$ cat src/rtl/seg_scan_driver.sv
// Multiplexed N-digit active-low seven-segment driver: sequential binary-to-BCD
// or direct hex capture, leading-zero blanking, overflow dashes, gapped digit scan.
module seg_scan_driver #(
    parameter int DIGITS    = 4,
    parameter int DATA_W    = 14,
    parameter int SCAN_DIV  = 50_000,
    parameter int BLANK_CYC = 500
) (
    input  logic              clk,
    input  logic              rst,
    input  logic [DATA_W-1:0] data,
    input  logic              load,
    input  logic              hex_mode,
    input  logic              blank_lz,
    input  logic [DIGITS-1:0] dp_mask,
    output logic [DIGITS-1:0] cs,
    output logic [7:0]        dx,
    output logic              busy,
    output logic              ovf
);
    localparam int BCD_W = 4 * DIGITS;
    localparam int CNT_W = $clog2(DATA_W + 1);
    localparam int PRE_W = (SCAN_DIV > 1) ? $clog2(SCAN_DIV) : 1;
    localparam int IDX_W = (DIGITS > 1) ? $clog2(DIGITS) : 1;

    function automatic logic [63:0] pow10(input int n);
        logic [63:0] r;
        r = 64'd1;
        for (int i = 0; i < n; i++) begin
            r = r * 64'd10;
        end
        return r;
    endfunction

    localparam logic [63:0] DEC_LIMIT = pow10(DIGITS);

    // Active-low segments g..a, decimal point excluded.
    function automatic logic [6:0] seg7(input logic [3:0] d);
        logic [6:0] s;
        case (d)
            4'h0: s = 7'h40;
            4'h1: s = 7'h79;
            4'h2: s = 7'h24;
            4'h3: s = 7'h30;
            4'h4: s = 7'h19;
            4'h5: s = 7'h12;
            4'h6: s = 7'h02;
            4'h7: s = 7'h78;
            4'h8: s = 7'h00;
            4'h9: s = 7'h10;
            4'hA: s = 7'h08;
            4'hB: s = 7'h03;
            4'hC: s = 7'h46;
            4'hD: s = 7'h21;
            4'hE: s = 7'h06;
            default: s = 7'h0E;
        endcase
        return s;
    endfunction

    typedef enum logic [1:0] {IDLE, CONV, HEX, COMMIT} state_t;

    state_t              state_reg, state_next;
    logic [DATA_W-1:0]   sh_reg;
    logic [BCD_W-1:0]    bcd_reg;
    logic [CNT_W-1:0]    cnt_reg;
    logic                op_blz_reg, op_ovf_reg;
    logic                pend_valid_reg, pend_hex_reg, pend_blz_reg;
    logic [DATA_W-1:0]   pend_data_reg;
    logic [BCD_W-1:0]    disp_reg;
    logic                lz_reg, ovf_reg;
    logic [PRE_W-1:0]    presc_reg;
    logic [IDX_W-1:0]    idx_reg;
    logic [DIGITS-1:0]   cs_reg;
    logic [7:0]          dx_reg;

    // A load arriving during COMMIT is newer than the pending slot, so it wins.
    logic [DATA_W-1:0]   req_data;
    logic                req_hex, req_blz, req_ovf, start_req;
    logic [63:0]         req_ext;

    always_comb begin
        req_data = pend_data_reg;
        req_hex  = pend_hex_reg;
        req_blz  = pend_blz_reg;
        if (load) begin
            req_data = data;
            req_hex  = hex_mode;
            req_blz  = blank_lz;
        end
    end

    assign req_ext   = 64'(req_data);
    assign req_ovf   = req_hex ? ((req_ext >> BCD_W) != 64'd0) : (req_ext >= DEC_LIMIT);
    assign start_req = ((state_reg == IDLE) && load) ||
                       ((state_reg == COMMIT) && (load || pend_valid_reg));

    logic [BCD_W-1:0] bcd_adj;
    logic [BCD_W-1:0] hex_nib;
    genvar gi;

    for (gi = 0; gi < DIGITS; gi++) begin : g_adj
        assign bcd_adj[4*gi +: 4] = (bcd_reg[4*gi +: 4] >= 4'd5) ?
                                    bcd_reg[4*gi +: 4] + 4'd3 : bcd_reg[4*gi +: 4];
    end

    if (DATA_W >= BCD_W) begin : g_hex_trunc
        assign hex_nib = sh_reg[BCD_W-1:0];
    end else begin : g_hex_ext
        assign hex_nib = {{(BCD_W-DATA_W){1'b0}}, sh_reg};
    end

    always_ff @(posedge clk or posedge rst) begin
        if (rst) begin
            state_reg <= IDLE;
        end else begin
            state_reg <= state_next;
        end
    end

    // CONV stays one cycle past the last iteration before committing.
    always_comb begin
        state_next = state_reg;
        case (state_reg)
            IDLE:    if (start_req) state_next = req_hex ? HEX : CONV;
            CONV:    if (cnt_reg == CNT_W'(DATA_W)) state_next = COMMIT;
            HEX:     state_next = COMMIT;
            COMMIT:  state_next = start_req ? (req_hex ? HEX : CONV) : IDLE;
            default: state_next = IDLE;
        endcase
    end

    always_comb begin
        busy = (state_reg != IDLE);
    end

    // Carry out of the top BCD digit only happens for out-of-range values.
    always_ff @(posedge clk or posedge rst) begin
        if (rst) begin
            sh_reg     <= '0;
            bcd_reg    <= '0;
            cnt_reg    <= '0;
            op_blz_reg <= 1'b0;
            op_ovf_reg <= 1'b0;
        end else if (start_req) begin
            sh_reg     <= req_data;
            bcd_reg    <= '0;
            cnt_reg    <= '0;
            op_blz_reg <= req_blz;
            op_ovf_reg <= req_ovf;
        end else if ((state_reg == CONV) && (cnt_reg != CNT_W'(DATA_W))) begin
            bcd_reg    <= {bcd_adj[BCD_W-2:0], sh_reg[DATA_W-1]};
            sh_reg     <= sh_reg << 1;
            cnt_reg    <= cnt_reg + CNT_W'(1);
            op_ovf_reg <= op_ovf_reg | bcd_adj[BCD_W-1];
        end else if (state_reg == HEX) begin
            bcd_reg    <= hex_nib;
        end
    end

    always_ff @(posedge clk or posedge rst) begin
        if (rst) begin
            pend_valid_reg <= 1'b0;
            pend_hex_reg   <= 1'b0;
            pend_blz_reg   <= 1'b0;
            pend_data_reg  <= '0;
        end else if (state_reg == COMMIT) begin
            pend_valid_reg <= 1'b0;
        end else if (load && (state_reg != IDLE)) begin
            pend_valid_reg <= 1'b1;
            pend_hex_reg   <= hex_mode;
            pend_blz_reg   <= blank_lz;
            pend_data_reg  <= data;
        end
    end

    always_ff @(posedge clk or posedge rst) begin
        if (rst) begin
            disp_reg <= '0;
            lz_reg   <= 1'b0;
            ovf_reg  <= 1'b0;
        end else if (state_reg == COMMIT) begin
            disp_reg <= bcd_reg;
            lz_reg   <= op_blz_reg;
            ovf_reg  <= op_ovf_reg;
        end
    end

    logic [DIGITS-1:0][6:0] seg_vec;
    logic [DIGITS-1:0]      lz_hide;

    for (gi = 0; gi < DIGITS; gi++) begin : g_digit
        if (gi == 0) begin : g_lsd
            assign lz_hide[gi] = 1'b0;
        end else begin : g_upper
            assign lz_hide[gi] = lz_reg && (disp_reg[BCD_W-1:4*gi] == '0);
        end
        assign seg_vec[gi] = ovf_reg ? 7'h3F :
                             (lz_hide[gi] ? 7'h7F : seg7(disp_reg[4*gi +: 4]));
    end

    logic in_blank;
    if (BLANK_CYC > 0) begin : g_gap
        assign in_blank = (presc_reg < PRE_W'(BLANK_CYC));
    end else begin : g_nogap
        assign in_blank = 1'b0;
    end

    always_ff @(posedge clk or posedge rst) begin
        if (rst) begin
            presc_reg <= '0;
            idx_reg   <= '0;
            cs_reg    <= '1;
            dx_reg    <= 8'hFF;
        end else begin
            if (presc_reg == PRE_W'(SCAN_DIV - 1)) begin
                presc_reg <= '0;
                idx_reg   <= (idx_reg == IDX_W'(DIGITS - 1)) ? '0 : idx_reg + IDX_W'(1);
            end else begin
                presc_reg <= presc_reg + PRE_W'(1);
            end
            if (in_blank) begin
                cs_reg <= '1;
                dx_reg <= 8'hFF;
            end else begin
                cs_reg <= ~(DIGITS'(1) << idx_reg);
                dx_reg <= {~dp_mask[idx_reg], seg_vec[idx_reg]};
            end
        end
    end

    assign cs  = cs_reg;
    assign dx  = dx_reg;
    assign ovf = ovf_reg;

endmodule
$ cat config.mk
export PLATFORM = sky130hd
export DESIGN_NAME = seg_scan_driver
export DESIGN_NICKNAME = d
export VERILOG_FILES = /design/src/rtl/seg_scan_driver.sv
export SDC_FILE = /design/constraint.sdc
export NUM_CORES = 1
export LEC_CHECK = 0
export CAP_MARGIN = 10
export CORE_MARGIN = 3
export CORE_UTILIZATION = 45
export DETAILED_ROUTE_END_ITERATION = 16
export PLACE_DENSITY = 0.6
export REMOVE_ABC_BUFFERS = 1
export SYNTH_ARGS = -nofsm -noshare
export SYNTH_HDL_FRONTEND = slang
export SYNTH_SLANG_ARGS = --single-unit
$ cat constraint.sdc
create_clock -name clk -period 6.1 [get_ports clk]
set_clock_uncertainty 0.05 [all_clocks]
set_input_delay 1.22 -clock clk [delete_from_list [all_inputs] [get_ports clk]]
set_output_delay 1.22 -clock clk [all_outputs]
set_load 0.1 [all_outputs]
==> results of run 1 <==
-- kinds of logic (layout without fill, tap and decap cells) --
| logic type | after synthesis | after routing | synth area share, % |
|---|---|---|---|
| and+or+nand+nor | 183 | 183 | 14.0 |
| AOI/OAI and AO/OA | 129 | 129 | 13.5 |
| DFF | 103 | 103 | 41.9 |
| muxes | 76 | 76 | 14.1 |
| buffers and inverters | 72 | 93 | 4.64 |
| adders and majority gates | 44 | 44 | 8.91 |
| xor gates and xnor gates | 21 | 21 | 2.98 |
-- per-stage QoR --
stage          cell area (sq um)  hold WS (ps)  power (mW)
3_3_place_gp                6650           425        2.44
6_report                    6940           453        3.02
4_1_cts                     6930           458        3.05
2_1_floorplan               6030           405        2.15
5_1_grt                     6940           470        3.30
3_5_place_dp                6650           428        2.49
-- cells in the final DEF, fill, tap and decap left out, types with 19 or more instances in the layout --
cell type,Yosys,routed
dfrtp_1,91,91
nand2_1,60,60
nor2_1,45,45
o21ai_0,45,45
ha_1,44,44
mux2_2,38,38
clkdlybuf4s50_1,0,36
inv_1,36,35
mux2i_1,33,33
nand3_1,25,25
a21oi_1,23,23
a211oi_1,19,19
-- final timing paths --
path,from,endpoint,slack (ps)
max reg2reg,disp_reg[12],dx[4],3550
max in group asynchronous,rst,bcd_reg[7],3680
min reg2reg,presc_reg[0],presc_reg[0],450
min in group asynchronous,rst,state_reg[0],1310
min,presc_reg[0],presc_reg[0],450
max,state_reg[0],busy,2540
-- power breakdown --
group | switching [mW] | leakage (nW) | internal, mW
combinational | 0.731 | 1.53 | 0.607
clock | 0.248 | 0.131 | 0.296
sequential | 0.243 | 1.28 | 0.898
total | 1.22 | 2.93 | 1.80
-- worst max-delay path: cells and delay by family (launching register included) --
family	cells	cell delay, ps
DFF	1	380
buffers and inverters	3	1290
adders and majority gates	1	270
-- Yosys cell counts, drive strengths merged, types with 2 or more instances --
| cell type | count | area (sq um) |
|---|---|---|
| dfrtp | 91 | 2280 |
| nand2 | 60 | 225 |
| nor2 | 45 | 169 |
| o21ai | 45 | 225 |
| ha | 44 | 551 |
| mux2 | 38 | 428 |
| inv | 36 | 135 |
| mux2i | 33 | 330 |
| clkbuf | 26 | 97.6 |
| nand3 | 25 | 125 |
| a21oi | 23 | 115 |
| a211oi | 19 | 143 |
| xnor2 | 14 | 123 |
| dfstp | 12 | 315 |
| nand2b | 10 | 62.6 |
| nor3 | 10 | 55.1 |
| buf | 9 | 50.1 |
| o311ai | 9 | 86.3 |
| o211ai | 8 | 60.1 |
| a31oi | 7 | 43.8 |
| nand4 | 7 | 43.8 |
| xor2 | 7 | 61.3 |
| nor3b | 6 | 45.0 |
| and3 | 5 | 31.3 |
| mux4 | 5 | 113 |
| o2111ai | 5 | 43.8 |
| nor4 | 3 | 18.8 |
| o211a | 3 | 30.0 |
| a21o | 2 | 15.0 |
| and2 | 2 | 12.5 |
| o221ai | 2 | 17.5 |
| or2 | 2 | 12.5 |
| or4 | 2 | 15.0 |
-- per-layer routing --
layer / GRT usage [%] / vias up
li1: - / 2263
met4: 4.29 / 0
met1: 22.5 / 2146
met3: 4.25 / 14
met5: 0 / -
met2: 28.0 / 65
-- final cells by class --
class | count | area (sq um)
Fill cell | 1290 | 6410
Multi-Input combinational cell | 453 | 3300
Sequential cell | 103 | 2590
Timing Repair Buffer | 42 | 409
Clock buffer | 12 | 256
Tap cell | 176 | 220
Inverter | 37 | 141
Clock inverter | 2 | 16.3
==> qor.yml, run 1 <==
drt:
  wl_met1_um: 5810
  drc_errors: 0
  vias: 4488
  dr.pass1.iters: 4
  top_layer: "met4"
  via_per_inst: 5.44
  dr_wl_met3_um: 457
  avgRoutedWirePerCell_um: 14.7
  wl_met2_um: 5710
  drt_iter0_markers: 349
  drtAntennaViolNets: 0
  totalWireLength_um: 12200
clocking:
  clk_pin_slew_ps: 70
  htreeDepth: 3
  worst_skew_pair.late_latency_ps: 350
  cts_buffer_depth: 2
  cts_tree: "yes"
  cts_root_buffer: "clkbuf_16"
  clkSinkCount: 103
  post-cts-setup-buffers: 0
  cts_resized: 0
  numCtsBuffers: 9
  postCtsHoldBufs: 0
logic_synthesis:
  synth_cell_type_count: 53
  ys.warnings.count: 0
  synthArstFlopShare_pct: 100
  synth_area_sq_mm: 0.00618
  ys_seq_area_share_pct: 41.9
  ys_ff_latch: 103
  syn_inst: 628
  syn_area_per_cell_sq_um: 9.84
  synth_edf_count: 0
  synthFlopType: "dfrtp_1"
power:
  cellPowerDensity_mw_per_mm2: 436
  p_leak_nw: 2.93
  peakVddDrop_mv: 0.257
placed_design:
  dpl.hpwl_um: 8560
  place_congestion: 0.838
  dp_slack_ps: 2020
  placed_cells: 810
  port_buffers: 36
timing:
  setup-tns-final_ps: 0
  fin_crit_ps: 3560
  slew_violations: 0
  rsz0062_at_grt: "no"
  setup-violations-final: 0
  max_freq_ghz: 0.281
  slew_headroom_pct: 35.3
  fin_crit_sh_pct: 58.4
  worst_slack_ps: 2540
  hold_viol_final: 0
  worst_pin_slew_ps: 967
cells_and_area:
  finalNonFillerCells: 825
  layout-drive-gt1-share_pct: 12.3
  n_antenna_cell: 0
  fin_nets: 713
  fin_util_pct: 52.0
  area_growth_pct: 12.2
die:
  die_area_sq_mm: 0.0152
  start_util_pct: 46.3
  top_level_ports: 37
  fp.dieW_um: 123
  core-area_sq_mm: 0.0133
  rows: 42
  die_h_um: 123
run:
  max-cap-violations: 0
global_route:
  grt_pass1_vias: 4264
  grt_pass1_wl_um: 20700
  grt_max_degree: 63
  overflow: 0
  antenna_found_initial: 0
  grt.total_usage_pct: 17.0
worst_setup_path:
  crit_slowest_cell: "clkdlybuf4s50_1"
  crit_type: "flip-flop to primary output"
  arrival_ps: 2290
  cp_max_fo: 4
  reg2regPathDepth: 7
  startpoint_type: "flip-flop"
  crit_chain: "inv_1 -> ha_1 -> inv_1 -> clkdlybuf4s50_1"
  max_stage_delay_ps: 1120
  cp_data_required_time_ps: 4830
  crit_path_end_kind: "primary output"
  crit_top_cell: "inv_1"
hold_path:
  holdPathStages: 1
  min_path_type: "flip-flop to flip-flop"
run_status:
  status: "finished clean"
Power figures use the tool's default switching activity.
==> run 2: changes to the inputs <==
==> constraint.sdc (replaced) <==
create_clock -name clk -period 3.7 [get_ports clk]
set_clock_uncertainty 0.05 [all_clocks]
set_input_delay 0.74 -clock clk [delete_from_list [all_inputs] [get_ports clk]]
set_output_delay 0.74 -clock clk [all_outputs]
set_load 0.1 [all_outputs]
==> run 2 against run 1 <==
Net effect:
- worst setup slack got worse by 1600 ps
- via count up 0.11%
- sequential cell count unchanged
- non-clock buffer count grew 3
- critical endpoint is now dx[2]
==> qor.yml, run 2 (same netlist as run 1, synthesis figures left out) <==
run_status:
  status: "finished clean"
worst_setup_path:
  startpoint_type: "flip-flop"
  reg2regPathDepth: 7  # unchanged
  arrival_ps: 1990  # -300 ps
  crit_family: "buffers and inverters"
  rrSetupSlack_ps: 1270  # -2280 ps
  cp_data_required_time_ps: 2910  # -1920 ps
  r2r-start: "disp_reg[12]"
  cp_max_fo: 1  # -3
  max_stage_delay_ps: 1120  # about the same
  crit_path_end_kind: "primary output"
  critPathBufInv: 1  # -2
  reg2reg_to: "dx[4]"
  crit_type: "flip-flop to primary output"
  crit_chain: "clkdlybuf4s50_1"
  crit_slowest_cell: "clkdlybuf4s50_1"
drt:
  drt_iter0_markers: 266  # -24%
  totalWireLength_um: 12200  # +0.49%
  drc_errors: 0  # unchanged
  vias: 4493  # +0.11%
  drtAntennaViolNets: 0  # unchanged
  dr.pass1.iters: 4  # unchanged
  via_per_inst: 5.42  # -0.37%
  avgRoutedWirePerCell_um: 14.7  # about the same
timing:
  slew_violations: 0  # unchanged
  max_freq_ghz: 0.359
  hold_viol_final: 0  # unchanged
  fin_crit_ps: 2780
  fin_crit_sh_pct: 75.2
  worst_pin_slew_ps: 969  # +1.25 ps
  slew_headroom_pct: 35.2  # -0.084 points
  rsz0062_at_grt: "no"
  setup-tns-final_ps: 0  # unchanged
  setup-violations-final: 0  # unchanged
cells_and_area:
  area_growth_pct: 13.1
  n_antenna_cell: 0  # unchanged
  layout-drive-gt1-share_pct: 13.0  # +0.69 points
  most-common-layout-cells: "dfrtp_1, nand2_1, nor2_1, o21ai_0, ha_1"
  fin_util_pct: 52.4  # +0.41 points
  layout_commonest_cell: "dfrtp_1"
  fin_nets: 716  # +0.42%
clocking:
  cts_resized: 0  # unchanged
  cts_buffer_depth: 2  # unchanged
  cts_root_buffer: "clkbuf_16"
  clk_pin_slew_ps: 60  # about the same
  numCtsBuffers: 9  # unchanged
  postCtsHoldBufs: 0  # unchanged
  post-cts-setup-buffers: 0  # unchanged
  htreeDepth: 3  # unchanged
  worst_skew_pair.late_latency_ps: 350  # about the same
  clkSinkCount: 103  # unchanged
  cts_tree: "yes"
hold_path:
  holdPathStages: 1  # unchanged
  hold_start: "presc_reg[0]"
  min_delay_worst_endpoint: "presc_reg[0]"
  min_path_type: "flip-flop to flip-flop"
global_route:
  overflow: 0  # unchanged
  grt.total_usage_pct: 16.6  # -0.40 points
  grt_pass1_wl_um: 20200  # -2.5%
  grt_max_degree: 53  # -16%
  grt_pass1_vias: 4222  # -0.98%
  antenna_found_initial: 0  # unchanged
die:
  die_area_sq_mm: 0.0152  # unchanged
  core-area_sq_mm: 0.0133  # unchanged
  fp.dieW_um: 123  # unchanged
  top_level_ports: 37  # unchanged
  start_util_pct: 46.3  # unchanged
  die_h_um: 123  # unchanged
  rows: 42  # unchanged
run:
  max-cap-violations: 0  # unchanged
power:
  seqPwrFrac_pct: 37.4  # -0.4 points
  p_leak_nw: 2.97  # +1.1%
  cellPowerDensity_mw_per_mm2: 723  # +66%
  switchingPower_mw: 2.01  # +65%
  clkPwrFrac_pct: 18.9  # +0.9 points
  p_int_mw: 3.04  # +69%
  pwr-share-comb_pct: 43.7  # -0.5 points
  peakVddDrop_mv: 0.447  # +74%
  swShare_pct: 39.8  # -0.64 points
placed_design:
  dpl.hpwl_um: 8650  # +1.0%
  place_congestion: 0.849  # +1.3%
  port_buffers: 36  # unchanged
run 2: changes by cell type in the layout (fill, tap and decap cells not counted), sizes merged:
| cell | before | now |
|---|---|---|
| bufinv | 0 | 1 |
| clkinv | 1 | 2 |
| buf | 6 | 10 |
| inv | 37 | 36 |
| clkdlybuf4s50 | 36 | 35 |
run 2: stage by stage:
stage | total power [mW] | hold slack [ps] | setup WS, ps | instances | cell area, sq um
global route | 5.48 | 474 | 868 | 829 | 6990
global placement | 4.04 | 425 | 1190 | 814 | 6690
floorplan | 3.55 | 405 | 226 | 593 | 6030
finish | 5.05 | 445 | 918 | 829 | 6990
detailed placement | 4.12 | 445 | 1130 | 814 | 6690
CTS | 5.11 | 456 | 896 | 829 | 6990
run 2: area by class of cell:
class / count / area (sq um)
Clock buffer: 12 / 256
Clock inverter: 3 / 42.5
Fill cell: 1240 / 6350
Inverter: 37 / 141
Multi-Input combinational cell: 453 / 3300
Sequential cell: 103 / 2590
Tap cell: 176 / 220
Timing Repair Buffer: 45 / 438
run 2: worst max path at each step:
stage                     slack, ps  cells after the start  start    endpoint
final                           920                      1  dx[2]       dx[2]
after global routing            870                      1  dx[1]       dx[1]
after CTS                       900                      1  dx[2]       dx[2]
after detailed placement       1130                      6   load   sh_reg[7]
after global placement         1190                      6   load  op_ovf_reg
after floorplan                 230                      1    rst  bcd_reg[0]
run 2: worst reg2reg max path: stages, from the launching register on:
cell and delay (ps):
dfrtp_1 430, inv_1 140, ha_1 270, and4bb_1 320
nand3_1 260, o21ai_0 120, o311ai_0 500, o311ai_1 230
run 2: routing by layer:
layer  track usage (%)  vias to the layer above  wire, um
li1                  -                     2266         -
met1              22.2                     2136      5940
met2              27.0                       80      5620
met3              3.89                       11       498
met4              4.78                        0       158
met5                 0                        -         0
run 2: power groups by stage:
stage / logic, mW / registers [mW] / clock network [mW]
final: 2.21 / 1.89 / 0.954
after global routing: 2.50 / 1.95 / 1.03
after CTS: 2.23 / 1.89 / 0.990
after detailed placement: 2.22 / 1.91 / 0
after global placement: 2.16 / 1.88 / 0
after floorplan: 1.73 / 1.82 / 0
==> run 3: changes to the inputs <==
==> constraint.sdc (replaced) <==
create_clock -name clk -period 2.9 [get_ports clk]
set_clock_uncertainty 0.05 [all_clocks]
set_input_delay 0.58 -clock clk [delete_from_list [all_inputs] [get_ports clk]]
set_output_delay 0.58 -clock clk [all_outputs]
set_load 0.1 [all_outputs]
==> run 3 against run 2 <==
Net effect:
- design area grew 0.14%
- combinational power grew 29%
- sequential share of layout area is 0.053 points lower
- final cell count rose by 0.60%
- routed wire length grew 0.80%
- clock-buffer cell count is the same
- sequential power increased by 27%
- critical path depth is 6 higher
- power is 29% higher
- register-to-register slack got worse by 600 ps
- highest routed layer unchanged
==> qor.yml, run 3 (same netlist as run 1, synthesis figures left out) <==
timing:
  fin_hold_ws_ps: 443  # -1.84 ps
  fin_crit_ps: 2230
  slew_violations: 0  # unchanged
  hold_viol_final: 0  # unchanged
  worst_pin_slew_ps: 513  # -455 ps
  slew_headroom_pct: 65.8  # +31 points
  setup-violations-final: 0  # unchanged
  max_freq_ghz: 0.449
  rsz0062_at_grt: "no"
  setup-tns-final_ps: 0  # unchanged
  fin_crit_sh_pct: 76.8
die:
  die_h_um: 123  # unchanged
  core-area_sq_mm: 0.0133  # unchanged
  fp.dieW_um: 123  # unchanged
  start_util_pct: 46.3  # unchanged
  die_area_sq_mm: 0.0152  # unchanged
  top_level_ports: 37  # unchanged
  rows: 42  # unchanged
cells_and_area:
  fill_cells: 1278  # +3.1%
  layout-drive-gt1-share_pct: 15.5  # +2.5 points
  fin_area_sq_mm: 0.00700  # +0.14%
  seq_area_sq_mm: 0.00259  # unchanged
  layout_commonest_cell: "dfrtp_1"
  fin_nets: 720  # +0.56%
  area_growth_pct: 13.3
  fin_util_pct: 52.5  # +0.075 points
  most-common-layout-cells: "dfrtp_1, nand2_1, nor2_1, o21ai_0, ha_1"
  n_antenna_cell: 0  # unchanged
  multiInputGateArea_sq_mm: 0.00330  # unchanged
power:
  peakVddDrop_mv: 0.530  # +19%
  power_mw: 6.50  # +29%
  cellPowerDensity_mw_per_mm2: 928  # +28%
  p_leak_nw: 2.99  # +0.82%
worst_setup_path:
  cp_max_fo: 8  # +7
  critPathBufInv: 1  # unchanged
  crit_chain: "inv_1 -> ha_1 -> and4bb_1 -> a41o_2 -> a221oi_1 -> or4_1 -> o311ai_1"
  startpoint_type: "flip-flop"
  crit_slowest_cell: "dfrtp_1"
  crit_family: "simple AND/OR/NAND/NOR gates"
  max_stage_delay_ps: 430  # -690 ps
  rrSetupSlack_ps: 670  # -600 ps
  arrival_ps: 2430  # +440 ps
  cp_data_required_time_ps: 3100  # +190 ps
  reg2reg_to: "dx[6]"
  crit_path_end_kind: "flip-flop"
  reg2regPathDepth: 7  # unchanged
  r2r-start: "disp_reg[12]"
  crit_type: "flip-flop to flip-flop"
clocking:
  cts_resized: 0  # unchanged
  post-cts-setup-buffers: 0  # unchanged
  htreeDepth: 3  # unchanged
  clk_pin_slew_ps: 70  # about the same
  cts_root_buffer: "clkbuf_16"
  clkSinkCount: 103  # unchanged
  postCtsHoldBufs: 0  # unchanged
  numCtsBuffers: 9  # unchanged
  cts_tree: "yes"
  worst_skew_pair.late_latency_ps: 350  # about the same
  cts_buffer_depth: 2  # unchanged
drt:
  vias: 4510  # +0.38%
  drt_iter0_markers: 296  # +11%
  totalWireLength_um: 12300  # +0.80%
  drc_errors: 0  # unchanged
  avgRoutedWirePerCell_um: 14.8  # +0.20%
  via_per_inst: 5.41  # -0.22%
  drtAntennaViolNets: 0  # unchanged
  dr.pass1.iters: 4  # unchanged
global_route:
  grt_max_degree: 53  # unchanged
  grt_pass1_vias: 4332  # +2.6%
  grt.total_usage_pct: 17.4  # +0.77 points
  grt_pass1_wl_um: 21200  # +4.7%
  antenna_found_initial: 0  # unchanged
  overflow: 0  # unchanged
placed_design:
  placed_area_sq_mm: 0.00670  # +0.15%
  port_buffers: 36  # unchanged
  place_congestion: 0.899  # +5.9%
  dpl.hpwl_um: 8740  # +1.1%
hold_path:
  holdPathStages: 1  # unchanged
  min_delay_worst_endpoint: "presc_reg[0]"
  min_path_type: "flip-flop to flip-flop"
  hold_start: "presc_reg[0]"
run_status:
  status: "finished clean"
run:
  max-cap-violations: 0  # unchanged
==> run 3: cell types whose count changed in the layout (fill, tap and decap cells not counted) <==
cell	delta
clkinvlp_4	-1
buf_12	+1
clkdlybuf4s50_1	-13
clkinv_4	+1
inv_6	+1
buf_4	+16
clkbuf_8	-1
clkbuf_1	+1
==> run 3: power breakdown <==
part	internal, mW	total, mW	switching [mW]
logic	1.30	2.86	1.56
registers	1.89	2.40	0.512
clock network	0.697	1.24	0.540
total	3.89	6.50	2.61
==> run 3: how the worst max path moves through the flow <==
stage | startpoint | end | slack, ps | depth (start not counted)
after floorplan | rst | bcd_reg[0] | -410 | 1
after global placement | load | op_ovf_reg | 740 | 6
after detailed placement | disp_reg[12] | dx[6] | 680 | 7
after CTS | disp_reg[12] | dx[6] | 670 | 7
after global routing | disp_reg[12] | dx[6] | 510 | 7
final | disp_reg[12] | dx[6] | 670 | 7
==> run 3: cell type report <==
| type | count | area share, % |
|---|---|---|
| Clock buffer | 12 | 3.52 |
| Inverter | 37 | 2.02 |
| Timing Repair Buffer | 49 | 6.40 |
| Tap cell | 176 | 3.14 |
| Sequential cell | 103 | 37.0 |
| Clock inverter | 4 | 0.750 |
| Multi-Input combinational cell | 453 | 47.2 |
==> run 3: per-stage QoR <==
| stage | std cells | setup WS [ps] |
|---|---|---|
| 3_5_place_dp | 818 | 680 |
| 6_report | 834 | 672 |
| 5_1_grt | 834 | 513 |
| 4_1_cts | 834 | 665 |
| 3_3_place_gp | 818 | 743 |
| 2_1_floorplan | 593 | -414 |
==> run 3: layer usage <==
metal  track usage [%]  wire length (um)
met1              23.6              5910
met2              27.9              5760
met3              4.25               486
met4              4.64               150
met5                 0                 0
